### src/rtl/stopwatch_btn_ctrl_pkg.sv
// Shared state encodings, default timing parameters and the next-state function
// for the stopwatch button controller.
package stopwatch_ctrl_pkg;

  typedef enum logic [1:0] {
    ST_IDLE  = 2'd0,
    ST_RUN   = 2'd1,
    ST_PAUSE = 2'd2
  } state_t;

  localparam int unsigned DEF_LONG_CYCLES = 100_000_000;
  localparam int unsigned DEF_CNT_W       = 27;

  // A long start press overrides everything; the unused code 3 falls back to IDLE.
  function automatic logic [1:0] next_state(input logic [1:0] cur,
                                            input logic       s_short,
                                            input logic       s_long);
    if (s_long) return ST_IDLE;
    case (cur)
      ST_IDLE:  return s_short ? ST_RUN   : ST_IDLE;
      ST_RUN:   return s_short ? ST_PAUSE : ST_RUN;
      ST_PAUSE: return s_short ? ST_RUN   : ST_PAUSE;
      default:  return ST_IDLE;
    endcase
  endfunction

endpackage

### src/rtl/stopwatch_btn_ctrl_if.sv
// Button-level inputs and counter/display controls between debouncers,
// the controller and the BCD datapath.
interface stopwatch_btn_ctrl_if;
  logic       btn_start;
  logic       btn_lap;
  logic       count_en;
  logic       clear;
  logic       freeze;
  logic [1:0] state;
  logic       long_led;

  modport master (output btn_start, btn_lap,
                  input  count_en, clear, freeze, state, long_led);
  modport slave  (input  btn_start, btn_lap,
                  output count_en, clear, freeze, state, long_led);
endinterface

### src/rtl/stopwatch_btn_ctrl_press_classifier.sv
// Classifies one debounced button press as short or long by counting
// consecutive high samples; pulses are registered, one cycle wide.
module press_classifier
  import stopwatch_ctrl_pkg::*;
#(
  parameter int unsigned LONG_CYCLES = DEF_LONG_CYCLES,
  parameter int unsigned CNT_W       = DEF_CNT_W
) (
  input  logic clk,
  input  logic rst,
  input  logic btn,
  output logic short_pulse,
  output logic long_pulse,
  output logic held_long
);

  localparam logic [CNT_W-1:0] LONG_C = CNT_W'(LONG_CYCLES);

  logic [CNT_W-1:0] cnt;

  always_ff @(posedge clk or posedge rst) begin
    if (rst) begin
      cnt         <= '0;
      short_pulse <= 1'b0;
      long_pulse  <= 1'b0;
    end else if (btn) begin
      short_pulse <= 1'b0;
      // Saturation keeps the long pulse to a single cycle per press.
      if (cnt != LONG_C) cnt <= cnt + CNT_W'(1);
      long_pulse <= (cnt == LONG_C - CNT_W'(1));
    end else begin
      short_pulse <= (cnt != '0) && (cnt != LONG_C);
      long_pulse  <= 1'b0;
      cnt         <= '0;
    end
  end

  // Saturated count implies the latest sample was high.
  assign held_long = (cnt == LONG_C);

endmodule

### src/rtl/stopwatch_btn_ctrl.sv
// Stopwatch control front-end: start/lap press classifiers feeding a Moore FSM
// that drives counter enable, clear and lap display freeze.
module stopwatch_btn_ctrl
  import stopwatch_ctrl_pkg::*;
#(
  parameter int unsigned LONG_CYCLES = DEF_LONG_CYCLES,
  parameter int unsigned CNT_W       = DEF_CNT_W
) (
  input  logic                clk,
  input  logic                rst,
  stopwatch_btn_ctrl_if.slave io
);

  logic s_short, s_long, s_held;
  logic l_short, l_long, l_held;
  logic unused_lap;

  press_classifier #(.LONG_CYCLES(LONG_CYCLES), .CNT_W(CNT_W)) u_start (
    .clk(clk), .rst(rst), .btn(io.btn_start),
    .short_pulse(s_short), .long_pulse(s_long), .held_long(s_held)
  );

  press_classifier #(.LONG_CYCLES(LONG_CYCLES), .CNT_W(CNT_W)) u_lap (
    .clk(clk), .rst(rst), .btn(io.btn_lap),
    .short_pulse(l_short), .long_pulse(l_long), .held_long(l_held)
  );

  // Long lap presses carry no meaning.
  assign unused_lap = l_long | l_held;

  logic [1:0] state_q, nxt;
  logic       count_en_q, clear_q, freeze_q;

  assign nxt = next_state(state_q, s_short, s_long);

  always_ff @(posedge clk or posedge rst) begin
    if (rst) begin
      state_q    <= ST_IDLE;
      count_en_q <= 1'b0;
      clear_q    <= 1'b1;
      freeze_q   <= 1'b0;
    end else begin
      state_q    <= nxt;
      count_en_q <= (nxt == ST_RUN);
      clear_q    <= (nxt == ST_IDLE);
      // Lap acts on the pre-transition state; entering IDLE always unfreezes.
      if (nxt == ST_IDLE)
        freeze_q <= 1'b0;
      else if (l_short && state_q == ST_RUN)
        freeze_q <= ~freeze_q;
      else if (l_short && state_q == ST_PAUSE)
        freeze_q <= 1'b0;
    end
  end

  assign io.state    = state_q;
  assign io.count_en = count_en_q;
  assign io.clear    = clear_q;
  assign io.freeze   = freeze_q;
  assign io.long_led = s_held;

endmodule

### src/flat_wrapper.sv
// flat-port wrapper written by rule: the top's interface ports become plain ports
module stopwatch_btn_ctrl_flat import stopwatch_ctrl_pkg::*;
#(
  parameter int unsigned LONG_CYCLES = DEF_LONG_CYCLES,
  parameter int unsigned CNT_W       = DEF_CNT_W
)
  (clk, rst, io_btn_start, io_btn_lap, io_count_en, io_clear, io_freeze, io_state, io_long_led);
  stopwatch_btn_ctrl_if io_i ();
  input  logic clk;
  input  logic rst;
  input wire logic [$bits(io_i.btn_start)-1:0] io_btn_start;
  input wire logic [$bits(io_i.btn_lap)-1:0] io_btn_lap;
  output wire logic [$bits(io_i.count_en)-1:0] io_count_en;
  output wire logic [$bits(io_i.clear)-1:0] io_clear;
  output wire logic [$bits(io_i.freeze)-1:0] io_freeze;
  output wire logic [$bits(io_i.state)-1:0] io_state;
  output wire logic [$bits(io_i.long_led)-1:0] io_long_led;
  assign io_i.btn_start = io_btn_start;
  assign io_i.btn_lap = io_btn_lap;
  assign io_count_en = io_i.count_en;
  assign io_clear = io_i.clear;
  assign io_freeze = io_i.freeze;
  assign io_state = io_i.state;
  assign io_long_led = io_i.long_led;
  stopwatch_btn_ctrl #(.LONG_CYCLES(LONG_CYCLES), .CNT_W(CNT_W)) u_core (.clk(clk), .rst(rst), .io(io_i));
endmodule
### config.mk
export PLATFORM = sky130hd
export DESIGN_NAME = stopwatch_btn_ctrl_flat
export DESIGN_NICKNAME = d
export VERILOG_FILES = /design/src/rtl/stopwatch_btn_ctrl_pkg.sv /design/src/rtl/stopwatch_btn_ctrl_if.sv /design/src/rtl/stopwatch_btn_ctrl_press_classifier.sv /design/src/rtl/stopwatch_btn_ctrl.sv /design/src/flat_wrapper.sv
export SDC_FILE = /design/constraint.sdc
export NUM_CORES = 1
export LEC_CHECK = 0
export ABC_AREA = 1
export CORE_ASPECT_RATIO = 1.75
export CORE_MARGIN = 3
export CORE_UTILIZATION = 55
export DETAILED_ROUTE_END_ITERATION = 10
export PLACE_DENSITY = 0.7
export SETUP_SLACK_MARGIN = 0.4
export SYNTH_ARGS = -nofsm -noshare
export SYNTH_HDL_FRONTEND = slang
export SYNTH_SLANG_ARGS = --single-unit
### constraint.sdc
create_clock -name clk -period 3.7 [get_ports clk]
set_input_delay 0.925 -clock clk [delete_from_list [all_inputs] [get_ports clk]]
set_output_delay 0.925 -clock clk [all_outputs]
set_load 0.005 [all_outputs]
==> results of run 1 <==
worst reg2reg max path, delay by kind of cell, from the launching register on:
kind                     cells  cell delay (ns)
flip-flops                   1             0.45
buffers and inverters        1             0.25
AND/OR/NAND/NOR              5             0.98
adder cells (fa/ha/maj)      1             0.30
power by group through the flow:
stage	clock network (W)	logic [W]	registers [W]
6_report	0.000828	0.000149	0.000733
5_1_grt	0.000869	0.000172	0.000738
4_1_cts	0.000840	0.000153	0.000733
3_5_place_dp	0	0.000152	0.000745
3_3_place_gp	0	0.000148	0.000743
2_1_floorplan	0	0.0000812	0.000743
flip-flops by register name, indices dropped and copies added, names as in the netlist:
signal,count
u_core.io.state,2
u_core.u_start.long_pulse,1
u_core.u_lap.cnt,27
u_core.u_start.cnt,27
u_core.io.clear,1
u_core.u_lap.short_pulse,1
u_core.io.count_en,1
u_core.io.freeze,1
u_core.u_start.short_pulse,1
placed cells by master (no fill, tap or decap), types with 4 or more instances in the layout:
cell,n
clkdlybuf4s50_1,9
nor2_1,144
a21oi_1,16
o21ai_0,19
nor3_1,10
inv_1,68
dfrtp_1,61
nand3_1,43
nand4_1,8
clkbuf_16,9
nor2_2,10
nand2_1,195
xor2_1,5
nand2_2,5
clkbuf_1,4
ha_1,4
cells in the mapped netlist (2+ instances only):
master / n / area [µm²]
a21oi_1: 16 / 80.1
clkbuf_1: 5 / 18.8
dfrtp_1: 61 / 1530
ha_1: 4 / 50.1
inv_1: 69 / 259
inv_2: 2 / 7.51
nand2_1: 195 / 732
nand2_2: 5 / 31.3
nand3_1: 43 / 215
nand4_1: 8 / 50.1
nor2_1: 144 / 541
nor2_2: 10 / 62.6
nor3_1: 10 / 50.1
o21ai_0: 19 / 95.1
xnor2_1: 3 / 26.3
xor2_1: 5 / 43.8
routing by layer:
layer,routed length (µm),GRT usage (%),up-vias
li1,-,-,1908
met1,3520,25.1,1724
met2,5690,54.1,115
met3,334,4.10,62
met4,944,24.8,0
met5,0,0,-
logic make-up (layout without fill, tap and decap cells):
kind of cell | Yosys count | after routing
compound gates | 35 | 35
buf+inv | 78 | 99
simple gates | 418 | 418
xor+xnor | 8 | 8
fa+ha+maj | 4 | 4
flops | 62 | 62
worst max path at each step:
stage / startpoint / end / cells past startpoint
3_5_place_dp: u_core.u_start.cnt[0] / io_long_led / 7
3_3_place_gp: u_core.u_start.cnt[0] / io_long_led / 7
5_1_grt: u_core.u_start.cnt[0] / io_long_led / 7
6_report: u_core.u_start.cnt[0] / io_long_led / 7
4_1_cts: u_core.u_start.cnt[0] / io_long_led / 7
2_1_floorplan: rst / u_core.io.count_en / 1
final cells by class:
class                      instances  area (µm²)  area share [%]
tap                               82         103            2.37
inverter                          71         267            6.16
clock buffer                      14         254            5.87
timing repair buffer              12         113            2.60
clock inverter                     2        35.0           0.809
multi-input combinational        465        2010            46.3
sequential                        62        1550            35.9
per-stage QoR:
stage	hold slack, ns	cell area, µm²
finish	0.525	4330
CTS	0.522	4330
global route	0.539	4330
detailed placement	0.515	4040
floorplan	0.476	3860
global placement	0.499	4040
==> impl_metrics.tcl, run 1 <==
set metrics [dict create \
    leakage_nw 1.92 \
    slew_violations 0 \
    seq_power_share_pct 42.9 \
    cts_buffers 9 \
    placed_cells 692 \
    worst_pin_slew_ns 0.684 \
    synth_xor_area_share_pct 1.82 \
    muxShareOfSynthArea_pct 0 \
    post-route-min-period_ns 3.04 \
    grt_pass1_wl_um 17500 \
    gp_congestion 0.937 \
    ys_warn_count 0 \
    drc_errors 0 \
    cp.arrival_ns 2.11 \
    drtIter0Drc 296 \
    cap_violations 0 \
    cts_setup_buffers 0 \
    fmax_ghz 0.329 \
    path_buf_inv 3 \
    dieArea_um2 8090 \
    fin_crit_sh_pct 82.1 \
    worstReg2RegEnd "u_core.u_start.long_pulse" \
    p_int_w 0.00132 \
    crit_slowest_cell "clkdlybuf4s50_1" \
    p_switching_w 0.000394 \
    max_slew_margin_pct 54.4 \
    reg2reg_setup_slack_ns 1.61 \
    cts.repair.resized 0 \
    grt_overflow 0 \
    num_antenna_cells 0 \
    drive_gt1_share_pct 5.75 \
    yosysUniqueCellTypes 22 \
    clockPowerShare_pct 48.4 \
    status "finished, final reports clean" \
    utilization_pct 64.8 \
    synth_nets 613 \
    max_stage_delay_ns 0.49 \
    required_ns 2.77 \
    dp_hpwl_um 8220 \
    cts.sinks 62 \
    pwr-share-comb_pct 8.7 \
    worstPathCellList "inv_1, ha_1, nand3_1, nor2_1, nand2_1, inv_1, clkdlybuf4s50_1" \
    drtPass1Iterations 8 \
    clock_path_buffers 2 \
    startpoint_type "flip-flop" \
    synth_edf_count 0 \
    grt_max_degree 25 \
    place_ws_ns 0.994 \
    grt_pass1_vias 3830 \
    ys.flop_type "dfrtp_1" \
    finalHoldViolations 0 \
    dieWidth_um 69.3 \
    core.rowCount 39 \
    pin_count 10 \
    setup_tns_ns 0 \
    rsz0062_at_grt "false" \
    finalSetupViolations 0 \
    async_reset_ff_share_pct 100 \
    fill_cells 641 \
    cts_root_buf "clkbuf_16" \
    worst-setup-path-type "flip-flop to output pin" \
    synth-adder-area-share_pct 1.30 \
    reg2reg_depth 7 \
    crit_family "buffers and inverters" \
    cpMostUsedCell "inv_1" \
    coreArea_um2 6690 \
    crit_path_end_kind "output pin" \
    fp.dieH_um 117 \
    ant_nets 0 \
    clock_skew_ns 0.00559 \
    nNetsFinal 629 \
    worst_r2r_startpoint "u_core.u_start.cnt[0]" \
    via_per_inst 5.38 \
    synth-compound-area-share_pct 4.54 \
    wl_per_cell_um 14.8 \
    area_growth_syn_to_layout_pct 12.3 \
    grt_util_all_layers_pct 28.1 \
    fin_ws_ns 0.663 \
    layoutNonFillerInstCount 708 \
    path_clk_slew_ns 0.05 \
    synth_top_family_by_area "simple AND/OR/NAND/NOR gates" \
    worstPathMaxFanout 7 \
    finalPower_w 0.00171 \
    drt_wl_total_um 10500 \
    antenna_found_initial 0 \
    synth_area_um2 3860 \
    htree_levels 3 \
    whs_endpoint "u_core.u_start.cnt[5]" \
    start_util_pct 57.7 \
    holdCritPathClass "flip-flop to flip-flop" \
    hold_path_depth 1 \
    vias 3809 \
    hold_path_startpoint "u_core.u_start.cnt[5]" \
    syn_area_per_cell_um2 6.37 \
    clock_latency_ns 0.33 \
    synth-simple-area-share_pct 44.4 \
    swShare_pct 23.0 \
    powerDensity_nw_per_um2 395 \
    yosysSeqAreaShare_pct 40.3 \
    ys_ff_latch 62 \
    vdd_drop_max_uv 280 \
    postCtsHoldBufs 0 \
    io_buffers 9 \
    tritoncts "built" \
    synth_cells 605 \
]
Note: power is estimated with default switching activity, not from simulation.
==> run 2, diff against run 1 <==
--- a/config.mk
+++ b/config.mk
@@ -10,7 +10,7 @@
 export CORE_MARGIN = 3
 export CORE_UTILIZATION = 55
 export DETAILED_ROUTE_END_ITERATION = 10
-export PLACE_DENSITY = 0.7
+export PLACE_DENSITY = 0.73
 export SETUP_SLACK_MARGIN = 0.4
 export SYNTH_ARGS = -nofsm -noshare
 export SYNTH_HDL_FRONTEND = slang
==> constraint.sdc (replaced) <==
create_clock -name clk -period 2.7 [get_ports clk]
set_input_delay 0.675 -clock clk [delete_from_list [all_inputs] [get_ports clk]]
set_output_delay 0.675 -clock clk [all_outputs]
set_load 0.005 [all_outputs]
==> run 2 against run 1 <==
Highest routed layer unchanged. Largest power group unchanged. Via count rose by 1.2%. Sequential share of layout area is 1.7 points lower. Core utilization increased by 3.5 points.
==> impl_metrics.tcl, run 2 (synthesis results as in run 1) <==
set metrics [dict create \
    dieArea_um2 8090 \
    vdd_drop_max_uv 449 \
    crit_path_end_kind "output pin" \
    core.rowCount 39 \
    nNetsFinal 652 \
    num_antenna_cells 0 \
    cts_root_buf "clkbuf_16" \
    htree_levels 3 \
    cap_violations 0 \
    setup_tns_ns 0 \
    worst-setup-path-type "flip-flop to output pin" \
    max_slew_margin_pct 63.4 \
    final_cell_mix "195 x nand2_1, 141 x nor2_1, 64 x inv_1, 58 x dfrtp_1, 42 x nand3_1" \
    fp.dieH_um 117 \
    placed_cell_area_um2 4080 \
    wl_per_cell_um 14.9 \
    max_stage_delay_ns 0.39 \
    required_ns 2.03 \
    slew_violations 0 \
    path_buf_inv 3 \
    ant_nets 0 \
    rsz0062_at_grt "false" \
    antenna_found_initial 0 \
    worstPathMaxFanout 2 \
    drtIter0Drc 258 \
    io_buffers 9 \
    crit_family "simple AND/OR/NAND/NOR gates" \
    grt_max_degree 28 \
    vias 3853 \
    cts.sinks 62 \
    finalSetupViolations 0 \
    worstPathCellList "inv_1, nand2_1, nor2_1, nand3_1, nor2_2, nand2_1, inv_1, dlygate4sd2_1" \
    final_common_cell "nand2_1" \
    tritoncts "built" \
    grt_pass1_wl_um 17700 \
    drtPass1Iterations 5 \
    fmax_ghz 0.447 \
    grt_pass1_vias 3799 \
    clock_skew_ns 0.00630 \
    finalHoldViolations 0 \
    pin_count 10 \
    dp_hpwl_um 8260 \
    grt_util_all_layers_pct 29.0 \
    fin_hold_ws_ns 0.526 \
    clock_path_buffers 2 \
    coreArea_um2 6690 \
    drive_gt1_share_pct 11.2 \
    leakage_nw 2.06 \
    design_area_um2 4560 \
    postCtsHoldBufs 0 \
    worst_pin_slew_ns 0.548 \
    grt_overflow 0 \
    start_util_pct 57.7 \
    gp_congestion 0.984 \
    cts_buffers 9 \
    startpoint_type "flip-flop" \
    fin_crit_sh_pct 82.8 \
    path_clk_slew_ns 0.05 \
    drt_wl_total_um 10900 \
    powerDensity_nw_per_um2 538 \
    status "finished, final reports clean" \
    holdCritPathClass "flip-flop to flip-flop" \
    area_growth_syn_to_layout_pct 18.3 \
    cp.arrival_ns 1.56 \
    post-route-min-period_ns 2.23 \
    drc_errors 0 \
    crit_slowest_cell "dfrtp_1" \
    clock_latency_ns 0.34 \
    via_per_inst 5.27 \
    dieWidth_um 69.3 \
]
## run 2: through the flow
stage	setup slack [ns]	cells	util, %	power (W)
after floorplan	0.485	605	-	0.00113
after detailed placement	0.425	695	61.0	0.00123
after global placement	0.443	695	61.0	0.00123
final	0.465	731	68.2	0.00246
after CTS	0.439	725	67.4	0.00247
after global routing	0.393	731	68.2	0.00255
## run 2: what timing repair did
item                                    CTS  global route
gates cloned                              0             0
gates resized for setup                   5             7
pin swaps                                 3             2
hold endpoints to repair                  0             0
endpoints found under the setup margin    1             1
buffers inserted                         14             6
## run 2: worst reg2reg max path, cell delays in order (launching register included)
cell	delay, ns
dfrtp_2	0.36
buf_4	0.14
ha_1	0.27
nand3_1	0.24
nor2_1	0.48
nand3_1	0.16
xor2_1	0.17
nor2_1	0.11
## run 2: layer usage
layer  GRT usage (%)  share of wire, %  routed length (µm)  vias to the layer above
li1                -                 -                   -                     1945
met1            25.4                35                3770                     1753
met2            55.8                54                5890                       99
met3            4.53               3.0                 324                       56
met4            26.5               8.1                 884                        0
met5               0                 0                   0                        -
## run 2: area by class of cell
| cell class | count | area, µm² |
|---|---|---|
| Multi-Input combinational cell | 465 | 2020 |
| Sequential cell | 62 | 1560 |
| Tap cell | 82 | 103 |
| Clock buffer | 14 | 284 |
| Fill cell | 611 | 2120 |
| Timing Repair Buffer | 35 | 297 |
| Clock inverter | 2 | 37.5 |
| Inverter | 71 | 267 |
## run 2: path summary, 6_finish.rpt
check / start / endpoint / slack (ns) / cells past startpoint
min in group asynchronous: rst / u_core.io.freeze / 0.71 / 2
hold reg to reg: u_core.u_start.cnt[7] / u_core.u_start.cnt[7] / 0.53 / 1
setup / recovery: u_core.u_start.cnt[3] / io_long_led / 0.47 / 8
setup reg to reg: u_core.u_start.cnt[0] / u_core.u_start.cnt[14] / 0.69 / 7
max in group asynchronous: rst / u_core.u_start.cnt[0] / 1.37 / 3
hold / removal: u_core.u_start.cnt[7] / u_core.u_start.cnt[7] / 0.53 / 1
## run 2: power by group
part / leakage [nW] / switching (W) / total, W / internal (W)
sequential: 0.846 / 0.0000288 / 0.00100 / 0.000974
clock: 0.155 / 0.000423 / 0.00124 / 0.000815
combinational: 1.06 / 0.000117 / 0.000216 / 0.0000990
==> run 3, diff against run 2 <==
--- a/config.mk
+++ b/config.mk
@@ -10,7 +10,7 @@
 export CORE_MARGIN = 3
 export CORE_UTILIZATION = 55
 export DETAILED_ROUTE_END_ITERATION = 10
-export PLACE_DENSITY = 0.73
+export PLACE_DENSITY = 0.7
 export SETUP_SLACK_MARGIN = 0.4
 export SYNTH_ARGS = -nofsm -noshare
 export SYNTH_HDL_FRONTEND = slang
==> constraint.sdc (replaced) <==
create_clock -name clk -period 2.1 [get_ports clk]
set_input_delay 0.525 -clock clk [delete_from_list [all_inputs] [get_ports clk]]
set_output_delay 0.525 -clock clk [all_outputs]
set_load 0.005 [all_outputs]
==> run 3 against run 2 <==
Hold slack lost 0.0057 ns. Clock power is 16% higher. Worst setup slack lost 0.29 ns. Clock-buffer cell count increased by 2. Power grew 23%. Final cell count grew 1.6%. Non-clock buffer count rose by 12. Critical path depth stayed put. First-iteration DRC count grew 51%. Global-route usage increased by 0.89 points.
==> impl_metrics.tcl, run 3 (synthesis results as in run 1) <==
set metrics [dict create \
    finalSetupViolations 0 \
    powerDensity_nw_per_um2 647 \
    startpoint_type "flip-flop" \
    num_antenna_cells 0 \
    grt_overflow 0 \
    rsz0062_at_grt "true" \
    holdCritPathClass "flip-flop to flip-flop" \
    cts_root_buf "clkbuf_16" \
    grt_pass1_wl_um 18400 \
    wl_per_cell_um 15.2 \
    postCtsHoldBufs 0 \
    area_growth_syn_to_layout_pct 21.3 \
    reg2reg_depth 11 \
    setup_tns_ns 0 \
    clock_latency_ns 0.33 \
    final_cell_mix "193 x nand2_1, 136 x nor2_1, 61 x inv_1, 60 x dfrtp_1, 41 x nand3_1" \
    drc_errors 0 \
    clock_path_buffers 2 \
    dp_hpwl_um 8580 \
    drtIter0Drc 389 \
    hold_path_depth 1 \
    fmax_ghz 0.518 \
    grt_max_degree 63 \
    antenna_found_initial 0 \
    vias 3987 \
    post-route-min-period_ns 1.93 \
    max_slew_margin_pct 66.5 \
    status "finished, final reports clean" \
    dieWidth_um 69.3 \
    dieArea_um2 8090 \
    pin_count 10 \
    finalPower_w 0.00303 \
    cp.arrival_ns 1.40 \
    fp.dieH_um 117 \
    worstPathMaxFanout 2 \
    cts.sinks 62 \
    drtPass1Iterations 5 \
    tritoncts "built" \
    worst_pin_slew_ns 0.502 \
    coreArea_um2 6690 \
    drt_wl_total_um 11300 \
    finalHoldViolations 0 \
    final_common_cell "nand2_1" \
    core.rowCount 39 \
    cts_buffers 9 \
    crit_path_end_kind "output pin" \
    clock_skew_ns 0.00379 \
    via_per_inst 5.37 \
    nNetsFinal 664 \
    gp_congestion 0.963 \
    ant_nets 0 \
    cap_violations 0 \
    start_util_pct 57.7 \
    required_ns 1.57 \
    io_buffers 9 \
    fill_cells 604 \
    grt_pass1_vias 4013 \
    grt_util_all_layers_pct 29.9 \
    fin_crit_sh_pct 91.9 \
    worst-setup-path-type "flip-flop to output pin" \
    leakage_nw 2.13 \
    vdd_drop_max_uv 573 \
    path_clk_slew_ns 0.05 \
    slew_violations 0 \
    drive_gt1_share_pct 14.7 \
    htree_levels 3 \
]
## run 3: changes by cell type in the layout (fill, tap and decap cells not counted), moves of 3 or more
cell / change
buf_4: +12
nor2_4: +3
nor2_1: -5
dlygate4sd2_1: +3
inv_1: -3
clkdlybuf4s50_1: -5
## run 3: through the flow
stage	setup WS, ns	cells	util, %	area [µm²]	hold WS, ns
final	0.171	743	70.0	4680	0.520
after global routing	0.0822	743	70.0	4680	0.549
after CTS	0.114	737	68.4	4570	0.517
after detailed placement	0.0636	714	63.1	4220	0.502
after global placement	0.0943	714	63.1	4220	0.495
after floorplan	0.428	605	-	3860	0.476
## run 3: worst paths after layout
check	startpoint	to	slack, ns
setup / recovery	u_core.u_start.cnt[12]	io_long_led	0.17
hold / removal	u_core.u_start.cnt[6]	u_core.u_start.cnt[6]	0.52
setup reg to reg	u_core.u_start.cnt[0]	u_core.u_start.cnt[24]	0.41
hold reg to reg	u_core.u_start.cnt[6]	u_core.u_start.cnt[6]	0.52
max in group asynchronous	rst	u_core.io.clear	1.14
min in group asynchronous	rst	u_core.u_start.cnt[11]	0.63
## run 3: layer usage
metal	share of wire (%)	vias up	GRT usage [%]	wire length, µm
li1	-	1991	-	-
met1	33	1801	25.5	3680
met2	55	133	58.3	6180
met3	3.6	62	4.36	402
met4	9.1	0	27.5	1030
met5	0	-	0	0
## run 3: area by class of cell
type	count	area, µm²	area share (%)
tap	82	103	2.19
timing repair buffer	47	380	8.13
inverter	71	273	5.83
clock buffer	16	292	6.23
sequential	62	1550	33.2
multi-input combinational	465	2080	44.4
## run 3: timing repair
item                       CTS  global route
pin swaps                    4             6
setup endpoints to repair    8            16
gates resized for setup     13            25
buffers inserted             7             6
## run 3: power by group
part,switching [W],total (W),internal [W]
logic,0.000177,0.000315,0.000138
registers,0.0000255,0.00128,0.00125
clock network,0.000508,0.00144,0.000929
total,0.000710,0.00303,0.00232
## run 3: critical path, stage by stage (launching register included)
cell and delay [ns]:
dfrtp_1 0.38, inv_2 0.07, nand2_2 0.06, nor2_4 0.12
nand3_2 0.08, nor2_2 0.14, nand2_1 0.07, inv_1 0.05
buf_2 0.10
